<file path="src/rtl/hc4_loader.sv">
// hc4_loader: UART (8N1) program loader for the hc4 instruction ROM.
// Frame format: LEN_HI, LEN_LO, then len data bytes; the core is held in reset for the load.
module hc4_loader #(
    parameter int unsigned CLKS_PER_BIT = 104,  // even, >= 4
    parameter int unsigned ADDR_W       = 12    // 8..16; length 0 means 2**ADDR_W bytes
) (
    input  logic              clk,
    input  logic              nReset,
    input  logic              rx,
    input  logic              load_req,
    output logic              core_nReset,
    output logic              rom_we,
    output logic [ADDR_W-1:0] rom_waddr,
    output logic [7:0]        rom_wdata,
    output logic              busy,
    output logic              error
);

    localparam int unsigned      CNT_W   = $clog2(CLKS_PER_BIT);
    localparam logic [CNT_W-1:0] HALF_M1 = CNT_W'(CLKS_PER_BIT / 2 - 1);
    localparam logic [CNT_W-1:0] FULL_M1 = CNT_W'(CLKS_PER_BIT - 1);
    localparam int unsigned      HI_W    = ADDR_W - 8;

    typedef enum logic [1:0] {RX_IDLE, RX_START, RX_DATA, RX_STOP} rx_state_t;
    typedef enum logic [2:0] {IDLE, LEN_HI, LEN_LO, DATA, ERR} ctl_state_t;

    rx_state_t  r_rx_state, w_rx_nxt;
    ctl_state_t r_ctl_state, w_ctl_nxt;

    logic              r_rx_meta, r_rx_sync, r_rx_prev;
    logic [CNT_W-1:0]  r_clk_cnt;
    logic [2:0]        r_bit_cnt;
    logic [7:0]        r_shift;
    logic [7:0]        r_rx_byte;
    logic              r_byte_valid, r_frame_err;

    logic              r_core_nreset, r_rom_we, r_busy, r_error;
    logic [ADDR_W-1:0] r_waddr, r_addr, r_len;
    logic [7:0]        r_wdata;

    logic              w_half_done, w_full_done;
    logic              w_start, w_wr, w_hi_ok;
    logic [ADDR_W-1:0] w_last_addr;

    assign w_half_done = (r_clk_cnt == HALF_M1);
    assign w_full_done = (r_clk_cnt == FULL_M1);
    assign w_hi_ok     = ((r_rx_byte >> HI_W) == 8'd0);
    // len==0 wraps to all-ones, giving the full 2**ADDR_W byte image
    assign w_last_addr = r_len - ADDR_W'(1);

    assign core_nReset = r_core_nreset;
    assign rom_we      = r_rom_we;
    assign rom_waddr   = r_waddr;
    assign rom_wdata   = r_wdata;
    assign busy        = r_busy;
    assign error       = r_error;

    always_ff @(posedge clk or negedge nReset) begin
        if (!nReset) begin
            r_rx_meta <= 1'b1;
            r_rx_sync <= 1'b1;
            r_rx_prev <= 1'b1;
        end else begin
            r_rx_meta <= rx;
            r_rx_sync <= r_rx_meta;
            r_rx_prev <= r_rx_sync;
        end
    end

    always_ff @(posedge clk or negedge nReset) begin
        if (!nReset) r_rx_state <= RX_IDLE;
        else         r_rx_state <= w_rx_nxt;
    end

    always_comb begin
        w_rx_nxt = r_rx_state;
        case (r_rx_state)
            RX_IDLE:  if (r_rx_prev && !r_rx_sync) w_rx_nxt = RX_START;
            RX_START: if (w_half_done) w_rx_nxt = r_rx_sync ? RX_IDLE : RX_DATA;
            RX_DATA:  if (w_full_done && r_bit_cnt == 3'd7) w_rx_nxt = RX_STOP;
            RX_STOP:  if (w_full_done) w_rx_nxt = RX_IDLE;
            default:  w_rx_nxt = RX_IDLE;
        endcase
    end

    always_ff @(posedge clk or negedge nReset) begin
        if (!nReset) begin
            r_clk_cnt    <= '0;
            r_bit_cnt    <= '0;
            r_shift      <= '0;
            r_rx_byte    <= '0;
            r_byte_valid <= 1'b0;
            r_frame_err  <= 1'b0;
        end else begin
            r_byte_valid <= 1'b0;
            r_frame_err  <= 1'b0;
            case (r_rx_state)
                RX_IDLE: begin
                    r_clk_cnt <= '0;
                    r_bit_cnt <= '0;
                end
                RX_START: begin
                    if (w_half_done) r_clk_cnt <= '0;
                    else             r_clk_cnt <= r_clk_cnt + CNT_W'(1);
                end
                RX_DATA: begin
                    if (w_full_done) begin
                        r_clk_cnt <= '0;
                        r_shift   <= {r_rx_sync, r_shift[7:1]};
                        r_bit_cnt <= r_bit_cnt + 3'd1;
                    end else begin
                        r_clk_cnt <= r_clk_cnt + CNT_W'(1);
                    end
                end
                RX_STOP: begin
                    if (w_full_done) begin
                        r_clk_cnt <= '0;
                        if (r_rx_sync) begin
                            r_byte_valid <= 1'b1;
                            r_rx_byte    <= r_shift;
                        end else begin
                            r_frame_err  <= 1'b1;
                        end
                    end else begin
                        r_clk_cnt <= r_clk_cnt + CNT_W'(1);
                    end
                end
                default: r_clk_cnt <= '0;
            endcase
        end
    end

    always_ff @(posedge clk or negedge nReset) begin
        if (!nReset) r_ctl_state <= IDLE;
        else         r_ctl_state <= w_ctl_nxt;
    end

    always_comb begin
        w_ctl_nxt = r_ctl_state;
        w_start   = 1'b0;
        w_wr      = 1'b0;
        case (r_ctl_state)
            IDLE, ERR: begin
                if (load_req) begin
                    w_ctl_nxt = LEN_HI;
                    w_start   = 1'b1;
                end
            end
            LEN_HI: begin
                if (r_frame_err)       w_ctl_nxt = ERR;
                else if (r_byte_valid) w_ctl_nxt = w_hi_ok ? LEN_LO : ERR;
            end
            LEN_LO: begin
                if (r_frame_err)       w_ctl_nxt = ERR;
                else if (r_byte_valid) w_ctl_nxt = DATA;
            end
            DATA: begin
                // leave one cycle after the final strobe so core reset releases after it
                if (r_frame_err)                              w_ctl_nxt = ERR;
                else if (r_byte_valid)                        w_wr      = 1'b1;
                else if (r_rom_we && r_waddr == w_last_addr)  w_ctl_nxt = IDLE;
            end
            default: w_ctl_nxt = IDLE;
        endcase
    end

    always_ff @(posedge clk or negedge nReset) begin
        if (!nReset) begin
            r_core_nreset <= 1'b0;
            r_rom_we      <= 1'b0;
            r_busy        <= 1'b0;
            r_error       <= 1'b0;
            r_waddr       <= '0;
            r_wdata       <= '0;
            r_addr        <= '0;
            r_len         <= '0;
        end else begin
            r_core_nreset <= (w_ctl_nxt == IDLE);
            r_busy        <= (w_ctl_nxt == LEN_HI) || (w_ctl_nxt == LEN_LO) || (w_ctl_nxt == DATA);
            r_error       <= (w_ctl_nxt == ERR);
            r_rom_we      <= w_wr;
            if (w_start) r_addr <= '0;
            if (w_wr) begin
                r_waddr <= r_addr;
                r_wdata <= r_rx_byte;
                r_addr  <= r_addr + ADDR_W'(1);
            end
            if (r_ctl_state == LEN_HI && r_byte_valid) r_len      <= ADDR_W'({r_rx_byte, 8'h00});
            if (r_ctl_state == LEN_LO && r_byte_valid) r_len[7:0] <= r_rx_byte;
        end
    end

endmodule

</file>
<file path="config.mk">
export PLATFORM = sky130hd
export DESIGN_NAME = hc4_loader
export DESIGN_NICKNAME = d
export VERILOG_FILES = /design/src/rtl/hc4_loader.sv
export SDC_FILE = /design/constraint.sdc
export NUM_CORES = 1
export LEC_CHECK = 0
export CAP_MARGIN = 40
export CORE_ASPECT_RATIO = 2
export CORE_UTILIZATION = 57
export DETAILED_ROUTE_END_ITERATION = 10
export DONT_BUFFER_PORTS = 1
export GPL_TIMING_DRIVEN = 0
export PLACE_DENSITY = 0.75
export SYNTH_ARGS = -nofsm -noshare
export SYNTH_HDL_FRONTEND = slang
export SYNTH_SLANG_ARGS = --single-unit
</file>
<file path="constraint.sdc">
create_clock -name clk -period 2.3 [get_ports clk]
set_clock_uncertainty 0.2 [all_clocks]
set_input_delay 0.69 -clock clk [delete_from_list [all_inputs] [get_ports clk]]
set_output_delay 0.69 -clock clk [all_outputs]
set_load 0.01 [all_outputs]
</file>
Word-level counts from Yosys, hierarchy flattened
Cells that the tools add are included.
- $add $sub $neg: 4
- equal/unequal tests: 20
- muxes and demuxes: 36
- reductions and logical operators: 21
- operators by type and width (kind ; number):
    $mux W3 ; 10
    $mux W12 ; 2
    $pmux W7 S3 ; 1
    $mux W8 ; 2
    $mux W7 ; 2
    $add A12 B1 Y12 const B ; 1
    $eq A12 B12 Y1 ; 1
    $eq A3 B2 Y1 const B ; 4
    $pmux W3 S4 ; 1
    $sub A12 B1 Y12 const B ; 1
    $mux W1 ; 11
    $mux W2 ; 5
    $ne A2 B2 Y1 const B ; 5
    $eq A3 B3 Y1 const B ; 3
    $logic_not A8 Y1 ; 1
    $pmux W2 S4 ; 1
    $add A7 B1 Y7 const B ; 1
    $eq A7 B6 Y1 const B ; 1
    $eq A7 B7 Y1 const B ; 1
    $eq A3 B1 Y1 const B ; 2
    $logic_not A3 Y1 ; 2
    $pmux W3 S2 ; 1
    $reduce_bool A2 Y1 ; 3
    $logic_and A1 B1 Y1 ; 5
    10 further kinds ; 14
- register bits after elaboration: 84
- input port bits: 4
- output and inout port bits: 24

Longest topological paths before layout
Gate-level depths: netlist of run 1.
- word-level depth: 10
- mapped depth: 8
- depth with buffers taken out: 8

Worst setup path before layout of run 1
No wires, ideal clock.
- kind: register to register
- start: register r_len[0]
- end: register r_core_nreset, in the netlist core_nReset
- setup time: 0.067 ns
- arrival time: 2.221 ns
- data required time: 2.033 ns
- path slack: -0.189 ns
- cell stages (with the launch flop): 8
- buffers on the path: 0
- period minus slack after synthesis: 2.489 ns
- cell sequence: dfrtp_1 > inv_1 > ha_1 > or3b_2 > a2111oi_0 > nor2_1 > o41ai_4 > and3_1
- cells in the longest elaborated chain, start to end: 8
- ends and longest elaborated chain (item ; line ; text):
    start: declaration ; 38 ; logic [ADDR_W-1:0] r_waddr, r_addr, r_len;
    start signal: assignment ; 188 ; if (r_ctl_state == LEN_HI && r_byte_valid) r_len <= ADDR_W'({r_rx_byte, 8'h00});
    start signal: assignment ; 189 ; if (r_ctl_state == LEN_LO && r_byte_valid) r_len[7:0] <= r_rx_byte;
    $sub A12 B1 Y12 ; 49 ; assign w_last_addr = r_len - ADDR_W'(1);
    $eq A12 B12 Y1 ; 161 ; else if (r_rom_we && r_waddr == w_last_addr) w_ctl_nxt = IDLE;
    $logic_and A1 B1 Y1 ; 161 ;
    $mux W3 ; 161 ;
    $mux W3 ; 160 ; else if (r_byte_valid) w_wr = 1'b1;
    $mux W3 ; 159 ; if (r_frame_err) w_ctl_nxt = ERR;
    $pmux W3 S4 ; 142 ; case (r_ctl_state)
    $logic_not A3 Y1 ; 178 ; r_core_nreset <= (w_ctl_nxt == IDLE);
    end signal: assignment ; 178 ;
    end: declaration ; 37 ; logic r_core_nreset, r_rom_we, r_busy, r_error;
Every way passes these cells.
A chain may end at the register's enable or synchronous reset.

Worst setup path after layout of run 1
- start: register r_len[2]
- end: register r_busy, in the netlist busy
- cells in the longest elaborated chain, start to end: 10
- elaborated cells on any way between the ends: 12
- ends and longest elaborated chain (item ; line ; text):
    $sub A12 B1 Y12 * ; 49 ;
    $eq A12 B12 Y1 * ; 161 ;
    $logic_and A1 B1 Y1 * ; 161 ;
    $mux W3 * ; 161 ;
    $mux W3 * ; 160 ;
    $mux W3 * ; 159 ;
    $pmux W3 S4 * ; 142 ;
    $eq A3 B1 Y1 or $eq A3 B2 Y1 (tied branches) ; 179 ; r_busy <= (w_ctl_nxt == LEN_HI) || (w_ctl_nxt == LEN_LO) || (w_ctl_nxt == DATA);
    $logic_or A1 B1 Y1 ; 179 ;
    $logic_or A1 B1 Y1 * ; 179 ;
    end signal: assignment ; 179 ;
    end: declaration ; 37 ;
Mark *: on every way between the ends. The rest lies on a longest branch, timed or not.

==> results of run 1 <==
[final cells by class]
cell class / count / area [sq um] / area share (%)
plain buffers: 12 / 46.29 / 1.009
clock buffers: 13 / 260.3 / 5.672
clock inverters: 3 / 68.82 / 1.500
inverters: 8 / 31.28 / 0.6818
multi-input cells: 294 / 1902 / 41.45
flip-flops and latches: 84 / 2110 / 45.98
well taps: 88 / 110.1 / 2.400
repair buffers: 8 / 60.06 / 1.309
[timing repair]
action,4_1_cts,5_1_grt
pin swaps,5,9
setup buffers,7,1
gates resized for setup,17,14
gates cloned,1,0
setup endpoints to repair,48,25
hold endpoints to repair,84,81
[cells by family (layout without fill, tap and decap cells)]
family / Yosys count / in the layout
simple gates: 181 / 182
xor+xnor: 17 / 17
flops: 84 / 84
fa+ha+maj: 5 / 5
buf+inv: 23 / 44
compound gates: 66 / 66
mux: 24 / 24
[power by group]
| part | switching [W] | internal, W | total [W] | leakage [nW] |
|---|---|---|---|---|
| combinational | 0.000144 | 0.000111 | 0.000255 | 0.839 |
| sequential | 0.0000577 | 0.00154 | 0.00160 | 1.14 |
| clock | 0.000547 | 0.00101 | 0.00156 | 0.160 |
| total | 0.000748 | 0.00266 | 0.00341 | 2.14 |
[cell usage after synthesis (all sizes together) (2+ instances only)]
cell	number	area, sq um
a22o	5	43.79
nor3b	3	22.52
inv	7	26.28
nand4	4	25.02
xor2	8	70.07
nand3	15	75.07
ha	5	62.56
and2	2	12.51
and3	2	12.51
buf	4	16.26
a21oi	20	100.1
nor4	3	18.77
nand4b	4	35.03
a2bb2oi	3	26.28
o31ai	2	15.01
o31a	3	26.28
nor2b	10	62.56
xnor2	9	78.83
dfstp	3	78.83
clkbuf	11	41.29
dfrtp	81	2027
o21ai	24	120.1
or4	3	22.52
nor2	27	101.4
a22oi	2	15.01
mux2	20	225.2
nor3	5	25.02
mux2i	4	40.04
nand2	91	341.6
nand3b	4	30.03
[metal layers]
metal | global-route usage [%] | up-vias | share of wire (%)
met2 | 49.86 | 67 | 57
met5 | 0 | - | 0
met3 | 5.065 | 21 | 2.7
met4 | 15.20 | 0 | 3.7
met1 | 27.52 | 1492 | 37
li1 | - | 1424 | -
[cell usage in the layout, fill, tap and decap left out, types with 4 or more instances in the layout]
master | synthesis | routed
sky130_fd_sc_hd__a21oi_1 | 20 | 18
sky130_fd_sc_hd__a22o_1 | 5 | 5
sky130_fd_sc_hd__buf_4 | 0 | 8
sky130_fd_sc_hd__clkbuf_1 | 11 | 10
sky130_fd_sc_hd__clkbuf_16 | 0 | 9
sky130_fd_sc_hd__dfrtp_1 | 81 | 78
sky130_fd_sc_hd__inv_1 | 7 | 6
sky130_fd_sc_hd__mux2_2 | 19 | 19
sky130_fd_sc_hd__mux2i_1 | 4 | 4
sky130_fd_sc_hd__nand2_1 | 91 | 90
sky130_fd_sc_hd__nand3_1 | 15 | 13
sky130_fd_sc_hd__nand3b_1 | 4 | 4
sky130_fd_sc_hd__nand4_1 | 4 | 4
sky130_fd_sc_hd__nand4b_1 | 4 | 4
sky130_fd_sc_hd__nor2_1 | 27 | 25
sky130_fd_sc_hd__nor2b_1 | 10 | 10
sky130_fd_sc_hd__nor3_1 | 5 | 5
sky130_fd_sc_hd__o21ai_0 | 23 | 23
sky130_fd_sc_hd__xnor2_1 | 9 | 9
sky130_fd_sc_hd__xor2_1 | 8 | 8
[per-stage QoR]
step                cells  utilization (%)  setup TNS [ns]
floorplan             400                -         -0.5208
global placement      488            61.00          -5.321
detailed placement    488            61.00          -6.625
CTS                   511            67.77          -1.806
global route          510            68.75          -1.167
finish                510            68.75          -1.013
[worst paths after layout]
kind	slack [ns]	from	endpoint	depth (start not counted)
worst min register to register	0.16	r_rx_meta	r_rx_sync	0
min in group clk	0.16	r_rx_meta	r_rx_sync	0
worst max register to register	-0.26	r_len[2]	busy	7
worst min-delay path	-0.15	nReset	core_nReset	0
max in group asynchronous	1.87	nReset	r_rx_sync	0
worst max-delay path	-0.26	r_len[2]	busy	7
[worst max-delay path: cells and delay by family, from the launching register on]
| kind | cells | cell delay, ns |
|---|---|---|
| AND/OR/NAND/NOR | 3 | 1.17 |
| AO/OA/AOI/OAI | 3 | 0.46 |
| flip-flops | 1 | 0.41 |
| buffers and inverters | 1 | 0.19 |
[registers in the layout, summed over array words and instances, names as in the netlist, 3 cells and up, named ones only]
signal,count
r_addr,12
r_len,12
rom_waddr,12
r_rx_byte,8
r_shift,8
rom_wdata,8
r_clk_cnt,7
r_bit_cnt,3
r_ctl_state,3
==> run_summary.xml, run 1 <==
<?xml version="1.0" encoding="UTF-8"?>
<metrics>
  <group name="synthesis">
    <metric name="post_synthesis_share_of_cell_area_spent_on_full_adders_half_adders_and_majority_gates" unit="%">1.586</metric>
    <metric name="fraction_of_synthesized_area_in_multiplexers" unit="%">6.724</metric>
    <metric name="synthSimpleGateAreaFrac" unit="%">21.69</metric>
    <metric name="synth_top_family_by_area" unit="">simple AND/OR/NAND/NOR gates</metric>
    <metric name="syn-cell-area" unit="sq mm">0.003945</metric>
    <metric name="synth_xor_xnor_area_share" unit="%">3.774</metric>
    <metric name="synthesized_area_fraction_occupied_by_ao_oa_aoi_and_oai_cells" unit="%">10.62</metric>
    <metric name="yosysUniqueCellTypes" unit="">49</metric>
    <metric name="portion_of_the_post_synthesis_area_used_by_sequential_elements" unit="%">53.38</metric>
    <metric name="synthesis.nets" unit="">409</metric>
    <metric name="yosys_warnings" unit="">0</metric>
    <metric name="synth_seq_cells" unit="">84</metric>
    <metric name="syn-instance-count" unit="">400</metric>
    <metric name="synth_enable_flop_cells" unit="">0</metric>
    <metric name="syn_avg_cell_area" unit="sq um">9.863</metric>
    <metric name="ys_async_sr_fraction" unit="%">100.0</metric>
    <metric name="post_synth_top_flop" unit="">sky130_fd_sc_hd__dfrtp_1</metric>
  </group>
  <group name="grt">
    <metric name="grt_use_total" unit="%">27.46</metric>
    <metric name="initial_antenna_violation_count" unit="">0</metric>
    <metric name="grt-ovfl-total" unit="">0</metric>
    <metric name="grt_pass1_vias" unit="">3080</metric>
    <metric name="pin_count_of_the_biggest_net_entering_global_routing" unit="">85</metric>
    <metric name="global_route_wire_length_before_repair" unit="mm">14.48</metric>
  </group>
  <group name="die">
    <metric name="dieHeight" unit="um">119.7</metric>
    <metric name="floorplan.core_area" unit="sq mm">0.006674</metric>
    <metric name="die_width" unit="um">60.83</metric>
    <metric name="floorplan.initialDensity" unit="%">59.11</metric>
    <metric name="floorplan.io_pins" unit="">28</metric>
    <metric name="core.rowCount" unit="">42</metric>
    <metric name="die_area" unit="sq mm">0.007278</metric>
  </group>
  <group name="setup_path">
    <metric name="biggest_cell_delay_along_the_critical_path" unit="ns">0.54</metric>
    <metric name="criticalPathCategory" unit="">flop to flop</metric>
    <metric name="critical-path-top-cell-by-count" unit="">sky130_fd_sc_hd__or4_4</metric>
    <metric name="critPathLaunchType" unit="">flop</metric>
    <metric name="crit_path_required_time" unit="ns">2.30</metric>
    <metric name="largest_driver_fanout_on_the_critical_path" unit="">4</metric>
    <metric name="critical_path_arrival" unit="ns">2.57</metric>
    <metric name="setup.worst_path.end_class" unit="">flop</metric>
    <metric name="timing.critical_path.slowest_stage_cell" unit="">sky130_fd_sc_hd__or4_4</metric>
    <metric name="path_cells" unit="">or4_4 &gt; or4_4 &gt; a21oi_4 &gt; o22ai_4 &gt; o41ai_4 &gt; buf_4 &gt; nand4b_1</metric>
  </group>
  <group name="sta">
    <metric name="setup_ws" unit="ns">-0.2648</metric>
    <metric name="grt_setup_unrepaired" unit="">yes</metric>
    <metric name="holdWs" unit="ns">-0.1522</metric>
    <metric name="max_slew_margin" unit="%">66.80</metric>
    <metric name="hold_violations" unit="">81</metric>
    <metric name="timing.fmax" unit="GHz">0.3899</metric>
    <metric name="tightest_slew" unit="ns">0.4981</metric>
    <metric name="final_max_slew_viol_count" unit="">0</metric>
    <metric name="layout_min_cycle_time" unit="ns">2.565</metric>
    <metric name="setup_viol" unit="">4</metric>
    <metric name="final.period_utilization" unit="%">111.5</metric>
  </group>
  <group name="status">
    <metric name="failing_checks" unit="">hold timing, setup timing</metric>
    <metric name="outcome" unit="">finished with violations</metric>
  </group>
  <group name="cts">
    <metric name="clock_insertion_delay_worst_skew" unit="ns">0.33</metric>
    <metric name="numCtsBuffers" unit="">9</metric>
    <metric name="clock_sinks" unit="">84</metric>
    <metric name="tritoncts" unit="">done</metric>
    <metric name="cts.clk_slew.worst_paths" unit="ns">0.06</metric>
    <metric name="clock_tree.buffer_depth" unit="">2</metric>
    <metric name="cts_htree_levels" unit="">3</metric>
    <metric name="cts.root.buffer_cell" unit="">sky130_fd_sc_hd__clkbuf_16</metric>
  </group>
  <group name="worst_hold_path">
    <metric name="timing.hold.worst.class" unit="">primary input to async pin</metric>
  </group>
  <group name="route">
    <metric name="detail_route.vias_per_cell" unit="">5.890</metric>
    <metric name="wl" unit="mm">9.299</metric>
    <metric name="wl_per_cell" unit="um">18.23</metric>
    <metric name="antenna_left" unit="">0</metric>
    <metric name="drtPass1Iterations" unit="">4</metric>
    <metric name="drc_errors" unit="">0</metric>
    <metric name="route.vias.total" unit="">3004</metric>
    <metric name="drt_iter0_markers" unit="">176</metric>
  </group>
  <group name="finish">
    <metric name="num-fill-cells" unit="">507</metric>
    <metric name="antennaDiodeCount" unit="">0</metric>
    <metric name="area_delta_synth_final" unit="%">16.30</metric>
    <metric name="fraction_of_final_layout_cells_with_drive_strength_greater_than_1" unit="%">17.06</metric>
    <metric name="finish.net_count" unit="">426</metric>
    <metric name="finalInstanceArea" unit="sq mm">0.004588</metric>
  </group>
  <group name="job">
    <metric name="maxCapViolCount" unit="">0</metric>
  </group>
  <group name="placement">
    <metric name="placement.io_buffers" unit="">0</metric>
    <metric name="placed_cell_area" unit="sq mm">0.004071</metric>
    <metric name="dp_slack" unit="ns">-0.5019</metric>
    <metric name="place.detailed.hpwl" unit="mm">6.129</metric>
    <metric name="gp_routability_congestion" unit="">0.8306</metric>
  </group>
  <group name="pwr">
    <metric name="static-leakage-power" unit="nW">2.141</metric>
    <metric name="worst_ir_drop_vdd" unit="mV">0.5439</metric>
    <metric name="finalPower" unit="W">0.003412</metric>
    <metric name="powerDensity" unit="mW/mm^2">743.7</metric>
  </group>
</metrics>
No activity file was read; power rests on OpenSTA's default activity.
==> run 2: changes to the inputs <==
--- a/constraint.sdc
+++ b/constraint.sdc
@@ -4,2 +4,2 @@
 set_output_delay 0.69 -clock clk [all_outputs]
-set_load 0.01 [all_outputs]
+set_load 0.005 [all_outputs]
==> results of run 2 <==
Same layout as run 1 (identical final DEF). Status: finished with violations: hold timing, setup timing.
Among the figures that moved: total power 0.003412 W -> 0.003411 W
==> run 3: changes to the inputs <==
- CORE_UTILIZATION: 57 -> 63
- PLACE_DENSITY: 0.75 -> 0.79
- clock period: 2.3 -> 2.5 ns (I/O delays scaled with it)
==> run_summary.xml, run 3 (same netlist as run 1, synthesis figures left out) <==
<?xml version="1.0" encoding="UTF-8"?>
<metrics>
  <group name="finish">
    <metric name="antennaDiodeCount" unit="">0</metric>
    <metric name="utilization_of_the_core_after_routing" unit="%">75.13</metric>
    <metric name="mostFrequentLayoutCell" unit="">sky130_fd_sc_hd__nand2_1</metric>
    <metric name="area_delta_synth_final" unit="%">14.37</metric>
    <metric name="num-fill-cells" unit="">415</metric>
    <metric name="finalInstanceArea" unit="sq mm">0.004512</metric>
    <metric name="fraction_of_final_layout_cells_with_drive_strength_greater_than_1" unit="%">15.88</metric>
    <metric name="finish.net_count" unit="">426</metric>
    <metric name="layout_common_cells" unit="">91 x sky130_fd_sc_hd__nand2_1, 79 x sky130_fd_sc_hd__dfrtp_1, 25 x sky130_fd_sc_hd__nor2_1</metric>
  </group>
  <group name="sta">
    <metric name="tns" unit="ns">-0.1983</metric>
    <metric name="max_slew_margin" unit="%">65.88</metric>
    <metric name="hold_violations" unit="">81</metric>
    <metric name="setup_ws" unit="ns">-0.06971</metric>
    <metric name="final.period_utilization" unit="%">102.8</metric>
    <metric name="tightest_slew" unit="ns">0.5118</metric>
    <metric name="layout_min_cycle_time" unit="ns">2.570</metric>
    <metric name="timing.fmax" unit="GHz">0.3891</metric>
    <metric name="setup_viol" unit="">4</metric>
    <metric name="grt_setup_unrepaired" unit="">yes</metric>
    <metric name="holdWs" unit="ns">-0.1039</metric>
    <metric name="final_max_slew_viol_count" unit="">0</metric>
  </group>
  <group name="route">
    <metric name="drtPass1Iterations" unit="">7</metric>
    <metric name="wl" unit="mm">8.652</metric>
    <metric name="route.vias.total" unit="">2974</metric>
    <metric name="drc_errors" unit="">4</metric>
    <metric name="drt_iter0_markers" unit="">133</metric>
    <metric name="detail_route.vias_per_cell" unit="">6.132</metric>
    <metric name="met1_length" unit="mm">3.089</metric>
    <metric name="routed-wl-met3" unit="um">237</metric>
    <metric name="wl_per_cell" unit="um">17.84</metric>
    <metric name="maxUsedRoutingLayer" unit="">met4</metric>
    <metric name="antenna_left" unit="">0</metric>
    <metric name="routed-wl-met2" unit="mm">4.922</metric>
  </group>
  <group name="status">
    <metric name="outcome" unit="">finished with violations</metric>
    <metric name="failing_checks" unit="">DRC, hold timing, setup timing</metric>
  </group>
  <group name="worst_hold_path">
    <metric name="timing.hold.worst.class" unit="">primary input to async pin</metric>
  </group>
  <group name="cts">
    <metric name="numCtsBuffers" unit="">9</metric>
    <metric name="cts_htree_levels" unit="">3</metric>
    <metric name="cts.clk_slew.worst_paths" unit="ns">0.06</metric>
    <metric name="clock_tree.buffer_depth" unit="">2</metric>
    <metric name="tritoncts" unit="">done</metric>
    <metric name="clock_insertion_delay_worst_skew" unit="ns">0.34</metric>
    <metric name="cts.root.buffer_cell" unit="">sky130_fd_sc_hd__clkbuf_16</metric>
    <metric name="clock_sinks" unit="">84</metric>
  </group>
  <group name="setup_path">
    <metric name="largest_driver_fanout_on_the_critical_path" unit="">4</metric>
    <metric name="critical_path_arrival" unit="ns">2.58</metric>
    <metric name="critPathLaunchType" unit="">flop</metric>
    <metric name="biggest_cell_delay_along_the_critical_path" unit="ns">0.55</metric>
    <metric name="critical-path-top-cell-by-count" unit="">sky130_fd_sc_hd__or4_4</metric>
    <metric name="startpoint" unit="">r_len[0]</metric>
    <metric name="path_cells" unit="">or4_4 &gt; or4_4 &gt; a21oi_4 &gt; o22ai_2 &gt; o41ai_4 &gt; buf_4 &gt; nand4b_1</metric>
    <metric name="timing.critical_path.slowest_stage_cell" unit="">sky130_fd_sc_hd__or4_4</metric>
    <metric name="crit_path_required_time" unit="ns">2.51</metric>
    <metric name="setup.worst_path.end_class" unit="">flop</metric>
    <metric name="reg2reg_from" unit="">r_len[0]</metric>
    <metric name="criticalPathCategory" unit="">flop to flop</metric>
  </group>
  <group name="grt">
    <metric name="grt_pass1_vias" unit="">3011</metric>
    <metric name="grt_use_total" unit="%">28.50</metric>
    <metric name="pin_count_of_the_biggest_net_entering_global_routing" unit="">85</metric>
    <metric name="grt-ovfl-total" unit="">0</metric>
    <metric name="initial_antenna_violation_count" unit="">0</metric>
    <metric name="global_route_wire_length_before_repair" unit="mm">13.88</metric>
  </group>
  <group name="die">
    <metric name="die_area" unit="sq mm">0.006602</metric>
    <metric name="floorplan.core_area" unit="sq mm">0.006006</metric>
    <metric name="die_width" unit="um">57.96</metric>
    <metric name="floorplan.initialDensity" unit="%">65.69</metric>
    <metric name="floorplan.io_pins" unit="">28</metric>
    <metric name="dieHeight" unit="um">113.9</metric>
    <metric name="core.rowCount" unit="">40</metric>
  </group>
  <group name="pwr">
    <metric name="static-leakage-power" unit="nW">2.158</metric>
    <metric name="finalPower" unit="W">0.003133</metric>
    <metric name="powerDensity" unit="mW/mm^2">694.4</metric>
    <metric name="worst_ir_drop_vdd" unit="mV">0.5841</metric>
  </group>
  <group name="placement">
    <metric name="gp_routability_congestion" unit="">0.8018</metric>
    <metric name="placement.io_buffers" unit="">0</metric>
    <metric name="place.detailed.hpwl" unit="mm">6.012</metric>
    <metric name="placed_cell_area" unit="sq mm">0.004024</metric>
  </group>
  <group name="job">
    <metric name="maxCapViolCount" unit="">0</metric>
  </group>
</metrics>
==> run 3: cell count changes in the layout (fill, tap and decap cells not counted), sizes merged <==
| cell | change |
|---|---|
| nor2 | -1 |
| clkbuf | -3 |
| clkinv | +3 |
| buf | +1 |
==> run 3: layout make-up <==
class / count / area (sq um) / area share [%]
timing repair buffer: 9 / 67.56 / 1.498
inverter: 8 / 30.03 / 0.6656
sequential: 84 / 2108 / 46.73
multi-input combinational: 293 / 1847 / 40.93
buffer: 12 / 46.29 / 1.026
clock inverter: 6 / 95.09 / 2.108
clock buffer: 10 / 239.0 / 5.297
tap: 63 / 78.83 / 1.747
==> run 3: what timing repair did <==
action                     CTS  global route
gates resized for setup     18             8
pin swaps                    7             6
hold endpoints to repair    81            81
setup endpoints to repair   13            22
gates cloned                 0             0
setup buffers                8             1
==> run 3: routing by layer <==
metal  GRT usage, %  up-vias
met5              0        -
met1          27.85     1467
met4          17.94        0
met2          52.64       57
li1               -     1427
met3          5.102       23
==> run 3: report_power, final <==
part	internal [W]	total, W	switching (W)
logic	0.0000885	0.000220	0.000132
clock network	0.000910	0.00145	0.000544
registers	0.00141	0.00146	0.0000443
total	0.00241	0.00313	0.000720
==> run 3: worst paths after layout <==
| check | endpoint | slack, ns | cells after the start |
|---|---|---|---|
| max | busy | -0.07 | 7 |
| min | core_nReset | -0.10 | 0 |
| max reg2reg | busy | -0.07 | 7 |
| min reg2reg | r_rx_sync | 0.16 | 0 |
| max in group asynchronous | r_rx_meta | 2.02 | 0 |
| min in group clk | r_rx_sync | 0.16 | 0 |
==> run 3: stage by stage <==
stage	cells	setup slack, ns
after floorplan	400	0.01144
after global placement	463	-0.2671
after detailed placement	463	-0.3026
after CTS	487	-0.06213
after global routing	485	-0.1275
final	485	-0.06971
==> run 3: critical path, delay by kind of cell, from the launching register on <==
| family | cells | cell delay (ns) |
|---|---|---|
| and+or+nand+nor | 3 | 1.10 |
| AOI/OAI and AO/OA | 3 | 0.55 |
| DFF | 1 | 0.39 |
| buffers and inverters | 1 | 0.20 |
